[src/rtl/uart_rx_if.sv]
// Serial receive bundle: the line input plus the received-byte and status outputs.
// The receiver takes the slave side and whoever feeds the line takes the master side.
interface uart_rx_if;
    logic       serialRX;
    logic [7:0] dataRX;
    logic       dataRXValid;
    logic       activeRX;
    logic       frameErr;

    modport master (
        output serialRX,
        input  dataRX,
        input  dataRXValid,
        input  activeRX,
        input  frameErr
    );

    modport slave (
        input  serialRX,
        output dataRX,
        output dataRXValid,
        output activeRX,
        output frameErr
    );
endinterface

[src/rtl/uart_rx.sv]
// 8N1 UART receiver: two-flop synchronizer, falling-edge start detect, mid-bit sampling,
// one-cycle dataRXValid / frameErr pulses.
module uart_rx #(
    parameter int CLKS_PER_BIT = 87
) (
    input  logic     clk,
    input  logic     rst,
    uart_rx_if.slave bus
);
    localparam int CNT_W = $clog2(CLKS_PER_BIT);
    localparam logic [CNT_W-1:0] HALF    = CNT_W'((CLKS_PER_BIT - 1) / 2);
    localparam logic [CNT_W-1:0] LAST    = CNT_W'(CLKS_PER_BIT - 1);
    localparam logic [CNT_W-1:0] CNT_ONE = CNT_W'(1);

    typedef enum logic [1:0] {
        IDLE,
        START_BIT,
        DATA,
        STOP_BIT
    } state_t;

    state_t           state;
    logic [CNT_W-1:0] cnt;
    logic [2:0]       bitIdx;
    logic [7:0]       shiftReg;

    logic       rxMeta;
    logic       rxSync;
    logic       rxPrev;
    logic [1:0] syncFill;
    logic       lineArmed;
    logic       startEdge;

    logic [7:0] dataReg;
    logic       validReg;
    logic       activeReg;
    logic       errReg;

    // The synchronizer comes out of reset holding 1s, not line samples. lineArmed waits for a
    // genuine high from the line so a frame cut by reset cannot fake a start edge on release.
    always_ff @(posedge clk) begin
        if (rst) begin
            rxMeta    <= 1'b1;
            rxSync    <= 1'b1;
            rxPrev    <= 1'b1;
            syncFill  <= 2'd0;
            lineArmed <= 1'b0;
        end else begin
            rxMeta <= bus.serialRX;
            rxSync <= rxMeta;
            rxPrev <= rxSync;
            if (!syncFill[1]) begin
                syncFill <= syncFill + 2'd1;
            end
            if (syncFill[1] && rxSync) begin
                lineArmed <= 1'b1;
            end
        end
    end

    assign startEdge = lineArmed & rxPrev & ~rxSync;

    always_ff @(posedge clk) begin
        if (rst) begin
            state     <= IDLE;
            cnt       <= '0;
            bitIdx    <= 3'd0;
            shiftReg  <= 8'h00;
            dataReg   <= 8'h00;
            validReg  <= 1'b0;
            activeReg <= 1'b0;
            errReg    <= 1'b0;
        end else begin
            validReg <= 1'b0;
            errReg   <= 1'b0;
            case (state)
                IDLE: begin
                    cnt    <= '0;
                    bitIdx <= 3'd0;
                    if (startEdge) begin
                        state     <= START_BIT;
                        activeReg <= 1'b1;
                    end
                end
                START_BIT: begin
                    if (cnt == HALF) begin
                        cnt <= '0;
                        if (!rxSync) begin
                            state <= DATA;
                        end else begin
                            state     <= IDLE;
                            activeReg <= 1'b0;
                        end
                    end else begin
                        cnt <= cnt + CNT_ONE;
                    end
                end
                DATA: begin
                    if (cnt == LAST) begin
                        cnt              <= '0;
                        shiftReg[bitIdx] <= rxSync;
                        if (bitIdx == 3'd7) begin
                            bitIdx <= 3'd0;
                            state  <= STOP_BIT;
                        end else begin
                            bitIdx <= bitIdx + 3'd1;
                        end
                    end else begin
                        cnt <= cnt + CNT_ONE;
                    end
                end
                STOP_BIT: begin
                    if (cnt == LAST) begin
                        cnt       <= '0;
                        state     <= IDLE;
                        activeReg <= 1'b0;
                        if (rxSync) begin
                            dataReg  <= shiftReg;
                            validReg <= 1'b1;
                        end else begin
                            errReg <= 1'b1;
                        end
                    end else begin
                        cnt <= cnt + CNT_ONE;
                    end
                end
                default: begin
                    state     <= IDLE;
                    cnt       <= '0;
                    bitIdx    <= 3'd0;
                    activeReg <= 1'b0;
                end
            endcase
        end
    end

    assign bus.dataRX      = dataReg;
    assign bus.dataRXValid = validReg;
    assign bus.activeRX    = activeReg;
    assign bus.frameErr    = errReg;
endmodule

[src/flat_wrapper.sv]
// flat-port wrapper written by rule: the top's interface ports become plain ports
module uart_rx_flat 
#(
    parameter int CLKS_PER_BIT = 87
)
  (clk, rst, bus_serialRX, bus_dataRX, bus_dataRXValid, bus_activeRX, bus_frameErr);
  uart_rx_if bus_i ();
  input  logic clk;
  input  logic rst;
  input wire logic [$bits(bus_i.serialRX)-1:0] bus_serialRX;
  output wire logic [$bits(bus_i.dataRX)-1:0] bus_dataRX;
  output wire logic [$bits(bus_i.dataRXValid)-1:0] bus_dataRXValid;
  output wire logic [$bits(bus_i.activeRX)-1:0] bus_activeRX;
  output wire logic [$bits(bus_i.frameErr)-1:0] bus_frameErr;
  assign bus_i.serialRX = bus_serialRX;
  assign bus_dataRX = bus_i.dataRX;
  assign bus_dataRXValid = bus_i.dataRXValid;
  assign bus_activeRX = bus_i.activeRX;
  assign bus_frameErr = bus_i.frameErr;
  uart_rx #(.CLKS_PER_BIT(CLKS_PER_BIT)) u_core (.clk(clk), .rst(rst), .bus(bus_i));
endmodule
[config.mk]
export PLATFORM = sky130hd
export DESIGN_NAME = uart_rx_flat
export DESIGN_NICKNAME = d
export VERILOG_FILES = /design/src/rtl/uart_rx_if.sv /design/src/rtl/uart_rx.sv /design/src/flat_wrapper.sv
export SDC_FILE = /design/constraint.sdc
export NUM_CORES = 1
export LEC_CHECK = 0
export CORE_MARGIN = 1.5
export CORE_UTILIZATION = 45
export CTS_CLUSTER_DIAMETER = 50
export DETAILED_ROUTE_END_ITERATION = 16
export PLACE_DENSITY_LB_ADDON = 0.25
export SETUP_SLACK_MARGIN = 0.02
export SYNTH_ARGS = -nofsm -noshare
export SYNTH_HDL_FRONTEND = slang
export SYNTH_SLANG_ARGS = --single-unit
[constraint.sdc]
create_clock -name clk -period 2.7 [get_ports clk]
set_input_delay 0.54 -clock clk [delete_from_list [all_inputs] [get_ports clk]]
set_output_delay 0.54 -clock clk [all_outputs]
set_load 0.02 [all_outputs]
-- Word-level counts from Yosys, hierarchy flattened
Cells that the tools add are included.
- register bits after elaboration: 37
- input port bits: 3
- output and inout bits: 11
- logic and storage cells: 72
- add/subtract/negate cells: 3
- magnitude comparators: 2
- equality and inequality tests: 12
- muxes and demuxes: 24
- bitwise gates (word level): 5
- reduce and logical (&&, ||, !) cells: 12
- operator list (cell ; number):
    one-hot mux 7 bit (3 select lines) ; 1
    2-to-1 mux 2 bit ; 7
    2-to-1 mux 7 bit ; 2
    inequality test 2 x 1 -> 1 bit (second input constant) ; 6
    AND reduction 5 bit ; 2
    bitwise mux 8 bit ; 1
    one-hot mux 2 bit (4 select lines) ; 1
    adder 7 x 1 -> 7 bit (second input constant) ; 1
    == test 7 x 6 -> 1 bit (second input constant) ; 1
    == test 7 bit (second input constant) ; 1
    2-to-1 mux 1 bit ; 7
    2-to-1 mux 3 bit ; 2
    one-hot mux 3 bit (2 select lines) ; 1
    == test 2 bit (second input constant) ; 2
    < comparator 3 x 4 -> 1 bit (second input constant) ; 1
    AND reduction 2 bit ; 2
    adder 3 x 1 -> 3 bit (second input constant) ; 1
    demux 1 bit (select 3 bit) ; 1
    == test 3 bit (second input constant) ; 1
    greater-or-equal comparator 3 x 1 -> 1 bit (second input constant) ; 1
    inverter 1 bit ; 3
    one-hot mux 1 bit (3 select lines) ; 1
    AND reduction 3 bit ; 1
    nonzero test 3 bit ; 1
    other kinds (8) ; 10

-- Logic depth before layout (Yosys ltp)
Gate-level depths: netlist of run 1.
- depth in word-level cells: 5
- mapped depth: 8
- depth with buffers taken out: 6

-- Least setup slack after synthesis of run 1
OpenSTA, ideal clock, no wires.
- path type: reg-to-reg
- start point: reg u_core.cnt[0]
- end point: reg u_core.dataReg[1] (netlist: u_core.bus.dataRX[1])
- library setup time: 0.128 ns
- arrival time: 1.613 ns
- setup slack: 0.959 ns
- cell stages (with the launch flop): 9
- path buffers: 2
- clock period less this slack: 1.741 ns
- cell sequence: dfxtp_1 -> inv_1 -> ha_1 -> nand4bb_4 -> or4_4 -> buf_6 -> buf_6 -> mux2i_1 -> nor2_1
- word-level cells in the longest chain between the ends: 2
- ends and longest elaborated chain (element ; line ; RTL):
    from (decl) ; uart_rx.sv:23 ; logic [CNT_W-1:0] cnt;
    from (signal assigned) ; uart_rx.sv:95 ; cnt <= cnt + CNT_ONE;
    from (signal assigned) ; uart_rx.sv:109 ; cnt <= cnt + CNT_ONE;
    from (signal assigned) ; uart_rx.sv:124 ; cnt <= cnt + CNT_ONE;
    == test 7 bit ; uart_rx.sv:113 ; if (cnt == LAST) begin
    AND reduction 3 bit (no source line) ; n/a ;
    to (signal assigned) ; uart_rx.sv:118 ; dataReg <= shiftReg;
    to (decl) ; uart_rx.sv:34 ; logic [7:0] dataReg;
No other way between the ends.
A chain may end at the register's enable or synchronous reset.

-- Worst setup path after layout of run 1
- start point: reg u_core.dataReg[5] (netlist: u_core.bus.dataRX[5])
- end point: out bus_dataRX[5]
- RTL lines (element ; line ; RTL):
    to (decl) ; flat_wrapper.sv:11 ; output wire logic [$bits(bus_i.dataRX)-1:0] bus_dataRX;
No word-level cell between the ends.

==> impl_metrics.py, run 1 <==
metrics = {
    "power_and_ir_drop": {
        "peakVddDrop_uv": 309,
        "cellPowerDensity_nw_per_um2": 502,
        "p_leak_nw": 0.673,
        "total_power_uw": 882,
    },
    "placement": {
        "placedCellCount": 215,
        "io_buffers": 13,
        "hpwl_um": 1960,
        "gp_congestion": 0.738,
    },
    "global_route": {
        "grt_pass1_wl_um": 4670,
        "grt_antenna_before_repair": 0,
        "grt_max_degree": 26,
        "grt_usage": 0.172,
        "gr-total-overflow": 0,
        "grt_pass1_vias": 1036,
    },
    "critical_path": {
        "crit_chain": "clkdlybuf4s50_1",
        "slowest_stage": "clkdlybuf4s50_1",
        "r2r_end": "u_core.bus.dataRX[2]$_SDFFE_PP0P_",
        "crit_start": "u_core.bus.dataRX[5]$_SDFFE_PP0P_",
        "critPathBufInv": 1,
        "crit_path_end_kind": "output port",
        "r2r_cells": 6,
        "crit_path_max_incr_delay_ns": 0.61,
        "rrSetupSlack_ns": 0.90,
        "worstSetupPathType": "reg2out",
        "cp.arrival_ns": 1.34,
        "path_max_fanout": 2,
        "cp.depth": 1,
        "worstPathRequired_ns": 2.16,
        "crit_path_end": "bus_dataRX[5]",
        "critical-path-top-delay-family": "buffers and inverters",
        "rr_startpoint": "u_core.cnt[0]$_SDFF_PP0_",
        "cp-start-kind": "flop",
    },
    "floorplan": {
        "die_w_um": 61.9,
        "pin_count": 14,
        "die_y_um": 61.9,
        "coreArea_sq_um": 3340,
        "start_util": 0.467,
        "row_count": 21,
        "dieArea_sq_um": 3830,
    },
    "synth": {
        "muxShareOfSynthArea": 0.0835,
        "syn_avg_cell_area_sq_um": 9.51,
        "synth_adder_area_share": 0.0321,
        "synthXorXnorAreaFrac": 0.0337,
        "syn_nets": 171,
        "synth-simple-area-share": 0.252,
        "synth_top_area_cell": "dfxtp_1",
        "netlist_area_sq_um": 1560,
        "synthArstFlopShare": 0,
        "synth_edf_count": 0,
        "synth-seq-area-share": 0.475,
        "syn_inst": 164,
        "synthTopCellsByArea": "dfxtp_1 48%, mux2i_1 8.3%, nor2_1 6.7%",
        "yosysTopAreaCellShare": 0.475,
        "synth_top_flop_cell": "dfxtp_1",
        "synth_top_family_by_area": "simple AND/OR/NAND/NOR gates",
        "synth-compound-area-share": 0.0811,
        "yosys_register_bits": 37,
        "yosysWarnings": 0,
        "ys_types": 38,
    },
    "sta": {
        "finalCriticalPeriod_ns": 1.88,
        "maxSlewViolCount": 0,
        "skew_ns": 0.0141,
        "worst_pin_slew_ns": 0.774,
        "relSlewSlack": 0.482,
        "setup_viol": 0,
        "finalHoldViolCount": 0,
        "rsz0062_at_grt": "false",
        "whs_ns": 0.422,
        "max_freq_mhz": 531,
        "period_share": 0.697,
        "finalSetupTns_ns": 0,
    },
    "clocking": {
        "cts_htree_levels": 2,
        "cts_inserted_buffers": 5,
        "clock_path_buffers": 2,
        "holdBufCountCts": 0,
        "cts_resized": 0,
        "cts_root_buf": "clkbuf_4",
        "clk_latency_ns": 0.35,
        "clkTransAtPathRegs_ns": 0.12,
        "cts_setup_buffers": 0,
        "cts_num_sinks": 37,
        "cts_tree": "done",
    },
    "drt": {
        "top_layer": "met4",
        "vias_per_cell": 5.09,
        "drc": 0,
        "route.met2.wl_um": 1280,
        "wl_um": 2840,
        "wire_per_inst_um": 12.7,
        "drt-met1-wl_um": 1390,
        "drt-initial-drc-count": 32,
        "dr.pass1.iters": 4,
        "ant_nets": 0,
        "wl_met3_um": 110,
        "vias": 1135,
    },
    "run_status": {
        "outcome": "completed",
    },
    "final_layout": {
        "layout-drive-gt1-share": 0.0904,
        "final_cell_mix": "37 x dfxtp_1, 28 x nor2_1, 13 x mux2i_1, 13 x clkdlybuf4s50_1",
        "n_antenna_cell": 0,
        "syn_to_final_growth_pct": 12.8,
        "utilization": 0.527,
        "stdcell_count": 223,
        "layout_commonest_cell": "dfxtp_1",
        "n_fill_cell": 326,
        "nets": 183,
    },
    "job": {
        "max_cap_violations": 0,
    },
    "hold_path": {
        "holdCritPathClass": "reg2reg",
    },
}
## cell type report
type / instances / area, sq um / share of cell area
inverter: 4 / 15.0 / 0.00854
timing repair buffer: 14 / 138 / 0.0783
clock inverter: 3 / 17.5 / 0.00996
sequential: 37 / 741 / 0.421
multi-input combinational: 114 / 752 / 0.428
clock buffer: 5 / 37.5 / 0.0214
tap: 46 / 57.6 / 0.0327
## cell usage after synthesis, types with 2 or more instances
cell / number
nor4_1: 2
nand2b_1: 5
nand4b_1: 2
mux2i_1: 13
a21oi_1: 5
buf_2: 2
nand3b_1: 3
clkbuf_1: 5
a31oi_1: 3
nand3_1: 6
dfxtp_1: 37
xnor2_1: 3
nand2_1: 7
o21ai_0: 7
nor2_1: 28
inv_1: 4
buf_6: 2
ha_1: 4
nand4_1: 3
xor2_1: 3
or2_2: 3
## flip-flops by register name, indices dropped and copies added, names as in the netlist, named ones only
name,flops
u_core.shiftReg,8
u_core.cnt,7
u_core.state,1
u_core.bitIdx,3
u_core.rxPrev,1
u_core.bus.activeRX,1
u_core.rxSync,1
u_core.syncFill,2
u_core.rxMeta,1
u_core.bus.dataRXValid,1
u_core.bus.frameErr,1
u_core.bus.dataRX,8
u_core.lineArmed,1
## routing by layer
metal  up-vias  GRT usage
met4         0     0.0821
met1       519      0.222
met5         -          0
met2        18      0.260
li1        593          -
met3         5     0.0559
## power by group
| part | total, mW | internal (mW) | switching (mW) |
|---|---|---|---|
| Clock | 0.286 | 0.0981 | 0.187 |
| Sequential | 0.566 | 0.557 | 0.00990 |
| Combinational | 0.0297 | 0.0153 | 0.0144 |
## kinds of logic (layout without fill, tap and decap cells)
| group | count (synthesis) | in the layout |
|---|---|---|
| buffers and inverters | 13 | 26 |
| and+or+nand+nor | 70 | 70 |
| DFF | 37 | 37 |
| adders and majority gates | 4 | 4 |
| muxes | 13 | 13 |
| xor gates and xnor gates | 6 | 6 |
| AOI/OAI and AO/OA | 21 | 21 |
## how the worst min path moves through the flow
stage | startpoint | endpoint | slack [ns] | cells past startpoint
6_report | u_core.rxMeta$_SDFF_PP1_ | u_core.rxSync$_SDFF_PP1_ | 0.42 | 1
3_3_place_gp | u_core.rxMeta$_SDFF_PP1_ | u_core.rxSync$_SDFF_PP1_ | 0.40 | 1
2_1_floorplan | u_core.rxMeta$_SDFF_PP1_ | u_core.rxSync$_SDFF_PP1_ | 0.39 | 1
4_1_cts | u_core.rxMeta$_SDFF_PP1_ | u_core.rxSync$_SDFF_PP1_ | 0.42 | 1
3_5_place_dp | u_core.rxMeta$_SDFF_PP1_ | u_core.rxSync$_SDFF_PP1_ | 0.39 | 1
5_1_grt | u_core.rxMeta$_SDFF_PP1_ | u_core.rxSync$_SDFF_PP1_ | 0.45 | 1
## stage by stage
step | cell area [sq um] | worst slack (ns)
2_1_floorplan | 1560 | 0.959
3_3_place_gp | 1700 | 0.742
3_5_place_dp | 1700 | 0.699
4_1_cts | 1760 | 0.799
5_1_grt | 1760 | 0.759
6_report | 1760 | 0.818
Note: power is estimated with default switching activity, not from simulation.
==> inputs of run 2 (changes only) <==
==> constraint.sdc (replaced) <==
create_clock -name clk -period 1.52 [get_ports clk]
set_input_delay 0.304 -clock clk [delete_from_list [all_inputs] [get_ports clk]]
set_output_delay 0.304 -clock clk [all_outputs]
set_load 0.02 [all_outputs]
==> run 2 against run 1 <==
Against the previous run:
- via count up 6.6%
- critical path type is now reg2reg
- register-to-register slack lost 0.90 ns
- global-route usage rose by 0.62 points
- combinational power is 130% higher
==> impl_metrics.py, run 2 (synthesis gave the netlist of run 1 again) <==
metrics = {
    "power_and_ir_drop": {
        "cellPowerDensity_nw_per_um2": 834,
        "p_switching_uw": 392,
        "seqPwrFrac": 0.628,
        "pwr-share-clk": 0.329,
        "p_int_mw": 1.20,
        "p_leak_nw": 0.799,
        "total_power_mw": 1.59,
        "p_sw_frac": 0.246,
        "power_frac_comb": 0.043,
        "peakVddDrop_uv": 607,
    },
    "final_layout": {
        "n_fill_cell": 317,
        "nets": 198,
        "stdcell_count": 238,
        "n_antenna_cell": 0,
        "layout_commonest_cell": "dfxtp_1",
        "layout-drive-gt1-share": 0.198,
        "fin_area_sq_um": 1910,
        "syn_to_final_growth_pct": 22.4,
        "utilization": 0.572,
        "final_cell_mix": "34 x dfxtp_1, 28 x nor2_1, 14 x buf_4",
    },
    "placement": {
        "placed_area_sq_um": 1830,
        "hpwl_um": 2070,
        "io_buffers": 13,
        "placedCellCount": 228,
        "gp_congestion": 0.828,
    },
    "critical_path": {
        "worstSetupPathType": "reg2reg",
        "crit_path_end_kind": "flop",
        "worstPathRequired_ns": 1.77,
        "cp-start-kind": "flop",
        "rrSetupSlack_ns": 0.005,
        "crit_path_max_incr_delay_ns": 0.52,
        "cp.arrival_ns": 1.77,
        "r2r_end": "u_core.bus.dataRX[6]$_SDFFE_PP0P_",
        "rr_startpoint": "u_core.cnt[0]$_SDFF_PP0_",
        "r2r_cells": 6,
        "critPathBufInv": 1,
        "slowest_stage": "or4_4",
        "path_max_fanout": 6,
        "crit_chain": "inv_2 -> ha_4 -> nand4bb_4 -> or4_4 -> mux2i_1 -> nor2_1",
        "critical-path-top-delay-family": "simple AND/OR/NAND/NOR gates",
    },
    "drt": {
        "drc": 0,
        "vias": 1210,
        "dr.pass1.iters": 5,
        "vias_per_cell": 5.08,
        "drt-initial-drc-count": 26,
        "wire_per_inst_um": 12.7,
        "ant_nets": 0,
        "wl_um": 3020,
    },
    "hold_path": {
        "min_path_cells": 1,
        "worstHoldStart": "u_core.rxMeta$_SDFF_PP1_",
        "holdCritPathClass": "reg2reg",
        "min_to": "u_core.rxSync$_SDFF_PP1_",
    },
    "clocking": {
        "clk_latency_ns": 0.34,
        "clock_path_buffers": 2,
        "cts_root_buf": "clkbuf_4",
        "clkTransAtPathRegs_ns": 0.12,
        "cts_htree_levels": 2,
        "cts_tree": "done",
        "cts_inserted_buffers": 5,
        "cts_num_sinks": 37,
    },
    "floorplan": {
        "row_count": 21,
        "die_y_um": 61.9,
        "pin_count": 14,
        "start_util": 0.467,
        "coreArea_sq_um": 3340,
        "dieArea_sq_um": 3830,
        "die_w_um": 61.9,
    },
    "global_route": {
        "grt_antenna_before_repair": 0,
        "grt_usage": 0.178,
        "grt_pass1_vias": 1085,
        "grt_max_degree": 33,
        "gr-total-overflow": 0,
        "grt_pass1_wl_um": 4940,
    },
    "job": {
        "max_cap_violations": 0,
    },
    "sta": {
        "skew_ns": 0.00658,
        "maxSlewViolCount": 0,
        "max_freq_mhz": 660,
        "period_share": 0.997,
        "relSlewSlack": 0.735,
        "worst_pin_slew_ns": 0.392,
        "setup_viol": 0,
        "finalCriticalPeriod_ns": 1.52,
        "whs_ns": 0.433,
        "finalHoldViolCount": 0,
        "rsz0062_at_grt": "true",
    },
    "run_status": {
        "outcome": "completed",
    },
}
-- run 2: timing repair --
action,4_1_cts,5_1_grt
setup buffers,0,1
pin swaps,1,5
hold buffers,0,0
gates cloned,1,0
endpoints found under the setup margin,19,21
resized for setup,13,6
-- run 2: metal layers --
metal  up-vias  track usage  wire length [um]
met5         -            0                 0
met4         0       0.0638                42
met3         5       0.0497                96
met2        16        0.281              1350
met1       562        0.234              1530
li1        627            -                 -
-- run 2: metrics by stage --
| step | setup TNS, ns | setup WS [ns] |
|---|---|---|
| 2_1_floorplan | -0.406 | -0.0933 |
| 3_3_place_gp | 0 | 0.0312 |
| 3_5_place_dp | -0.0773 | -0.0286 |
| 4_1_cts | -0.0207 | -0.0130 |
| 5_1_grt | -0.433 | -0.0916 |
| 6_report | 0 | 0.00466 |
-- run 2: final cells by class --
class / instances / area (sq um) / share of cell area
clock buffers: 5 / 37.5 / 0.0197
clock inverters: 3 / 22.5 / 0.0118
inverters: 4 / 15.0 / 0.00787
multi-input cells: 115 / 787 / 0.412
flip-flops and latches: 37 / 747 / 0.391
well taps: 46 / 57.6 / 0.0302
repair buffers: 28 / 241 / 0.127
-- run 2: power groups by stage --
stage	Clock [mW]	Sequential, mW	Combinational, mW
3_5_place_dp	0	1.02	0.0666
3_3_place_gp	0	1.02	0.0634
4_1_cts	0.541	1.00	0.0666
6_report	0.524	1.00	0.0677
5_1_grt	0.588	1.00	0.0757
2_1_floorplan	0	1.02	0.0424
-- run 2: how the worst max path moves through the flow --
stage	to	startpoint	slack, ns	depth (start not counted)
detailed placement	u_core.bus.dataRX[6]$_SDFFE_PP0P_	u_core.cnt[1]$_SDFF_PP0_	-0.03	5
global placement	u_core.bus.dataRX[1]$_SDFFE_PP0P_	u_core.cnt[1]$_SDFF_PP0_	0.03	5
global route	u_core.bus.dataRX[6]$_SDFFE_PP0P_	u_core.cnt[0]$_SDFF_PP0_	-0.09	6
finish	u_core.bus.dataRX[6]$_SDFFE_PP0P_	u_core.cnt[0]$_SDFF_PP0_	0.005	6
CTS	u_core.bus.dataRX[6]$_SDFFE_PP0P_	u_core.cnt[0]$_SDFF_PP0_	-0.01	6
floorplan	u_core.bus.dataRX[1]$_SDFFE_PP0P_	u_core.cnt[0]$_SDFF_PP0_	-0.09	8
==> inputs of run 3 (changes only) <==
--- a/config.mk
+++ b/config.mk
@@ -9,6 +9,8 @@
 export CORE_UTILIZATION = 45
 export CTS_CLUSTER_DIAMETER = 50
 export DETAILED_ROUTE_END_ITERATION = 16
+export DONT_BUFFER_PORTS = 1
+export HOLD_SLACK_MARGIN = 0.08
 export PLACE_DENSITY_LB_ADDON = 0.25
 export SETUP_SLACK_MARGIN = 0.02
 export SYNTH_ARGS = -nofsm -noshare
==> constraint.sdc (replaced) <==
create_clock -name clk -period 1.52 [get_ports clk]
set_input_delay 0.228 -clock clk [delete_from_list [all_inputs] [get_ports clk]]
set_output_delay 0.228 -clock clk [all_outputs]
set_load 0.02 [all_outputs]
==> run 3 against run 2 <==
Against the previous run:
- the run now ends with negative hold slack, negative setup slack left
- via count is 0.41% higher
- wire length rose by 2.4%
- fmax is 0.38% lower
- critical endpoint is now u_core.bus.dataRX[3]$_SDFFE_PP0P_
- largest power group unchanged
==> impl_metrics.py, run 3 (synthesis gave the netlist of run 1 again) <==
metrics = {
    "final_layout": {
        "layout_commonest_cell": "dfxtp_1",
        "layout-drive-gt1-share": 0.225,
        "n_antenna_cell": 0,
        "nets": 193,
        "syn_to_final_growth_pct": 20.7,
        "utilization": 0.564,
        "stdcell_count": 233,
        "final_cell_mix": "32 x dfxtp_1, 27 x nor2_1, 16 x buf_4",
    },
    "critical_path": {
        "cp.arrival_ns": 1.77,
        "crit_path_end_kind": "flop",
        "worstSetupPathType": "reg2reg",
        "cp-start-kind": "flop",
        "worstPathRequired_ns": 1.77,
        "r2r_cells": 6,
        "path_max_fanout": 6,
    },
    "drt": {
        "drc": 0,
        "vias": 1215,
        "ant_nets": 0,
        "wire_per_inst_um": 13.3,
        "wl_um": 3090,
        "drt-initial-drc-count": 73,
        "dr.pass1.iters": 4,
        "vias_per_cell": 5.21,
    },
    "floorplan": {
        "coreArea_sq_um": 3340,
        "dieArea_sq_um": 3830,
        "pin_count": 14,
        "die_y_um": 61.9,
        "start_util": 0.467,
        "row_count": 21,
        "die_w_um": 61.9,
    },
    "sta": {
        "maxSlewViolCount": 0,
        "period_share": 1.00,
        "final.setup.worst_slack_ns": -0.00115,
        "rsz0062_at_grt": "true",
        "setup_viol": 1,
        "max_freq_mhz": 657,
        "relSlewSlack": 0.768,
        "finalHoldViolCount": 18,
        "whs_ns": -0.0626,
        "worst_pin_slew_ns": 0.343,
        "finalSetupTns_ns": -0.00115,
        "finalCriticalPeriod_ns": 1.52,
        "skew_ns": 0.0115,
    },
    "clocking": {
        "cts_num_sinks": 37,
        "clkTransAtPathRegs_ns": 0.12,
        "clk_latency_ns": 0.35,
        "cts_root_buf": "clkbuf_4",
        "cts_inserted_buffers": 5,
        "cts_htree_levels": 2,
        "cts_tree": "done",
        "clock_path_buffers": 2,
        "holdBufCountCts": 7,
    },
    "power_and_ir_drop": {
        "p_leak_nw": 0.740,
        "cellPowerDensity_nw_per_um2": 938,
        "peakVddDrop_uv": 473,
    },
    "hold_path": {
        "holdCritPathClass": "in2reg",
        "min_path_cells": 1,
    },
    "global_route": {
        "gr-total-overflow": 0,
        "grt_pass1_wl_um": 4910,
        "grt_antenna_before_repair": 0,
        "grt_max_degree": 33,
        "grt_usage": 0.178,
        "grt_pass1_vias": 1088,
    },
    "placement": {
        "placedCellCount": 213,
        "hpwl_um": 2030,
        "dp_slack_ns": -0.0260,
        "io_buffers": 0,
        "gp_congestion": 0.824,
    },
    "run_status": {
        "violations": "negative hold slack, negative setup slack",
        "outcome": "complete, but fails checks",
    },
    "job": {
        "max_cap_violations": 0,
    },
}
## run 3: cell types whose count changed in the layout (fill, tap and decap cells not counted), sizes merged
cell,previous run,this run
clkdlybuf4s50,2,0
clkinvlp,3,1
dlygate4sd3,0,7
buf,15,16
dlygate4sd2,11,0
clkinv,0,1
bufinv,0,1
## run 3: routing by layer
metal | vias up | GRT usage | routed length [um]
li1 | 617 | - | -
met1 | 574 | 0.230 | 1420
met2 | 19 | 0.277 | 1490
met3 | 5 | 0.0663 | 140
met4 | 0 | 0.0547 | 39
met5 | - | 0 | 0
## run 3: report_power, final
group | switching (mW) | internal (mW)
Clock | 0.345 | 0.348
Sequential | 0.0130 | 0.987
Combinational | 0.0245 | 0.0472
## run 3: critical path, stage by stage (launching register included)
cell and delay, ns:
dfxtp_2 0.34, inv_2 0.06, ha_4 0.13, nand4bb_4 0.15
or4_4 0.52, mux2i_1 0.18, nor2_1 0.06
## run 3: final timing paths
kind	to	slack [ns]	start
max reg2reg	u_core.bus.dataRX[3]$_SDFFE_PP0P_	-0.001	u_core.cnt[0]$_SDFF_PP0_
max	u_core.bus.dataRX[3]$_SDFFE_PP0P_	-0.001	u_core.cnt[0]$_SDFF_PP0_
min	u_core.bus.dataRX[6]$_SDFFE_PP0P_	-0.06	rst
min reg2reg	u_core.bus.dataRX[4]$_SDFFE_PP0P_	0.49	u_core.shiftReg[4]$_SDFFE_PP0P_
## run 3: cell type report
cell class                 instances  area [sq um]
clock buffer                       5          37.5
inverter                           4          15.0
timing repair buffer              23           190
sequential                        37           749
multi-input combinational        115           786
fill                             304          1460
clock inverter                     3          46.3
tap                               46          57.6
## run 3: repair_timing
item                                    CTS  global route
pin swaps                                 3             4
hold endpoints to repair                 27            20
setup buffers                             1             3
endpoints found under the setup margin   10            27
resized for setup                         2            10
cloned                                    1             0
## run 3: through the flow
| stage | cell area [sq um] | power [mW] |
|---|---|---|
| CTS | 1840 | 1.77 |
| global route | 1880 | 1.85 |
| detailed placement | 1670 | 1.07 |
| global placement | 1670 | 1.06 |
| finish | 1880 | 1.76 |
| floorplan | 1570 | 1.06 |
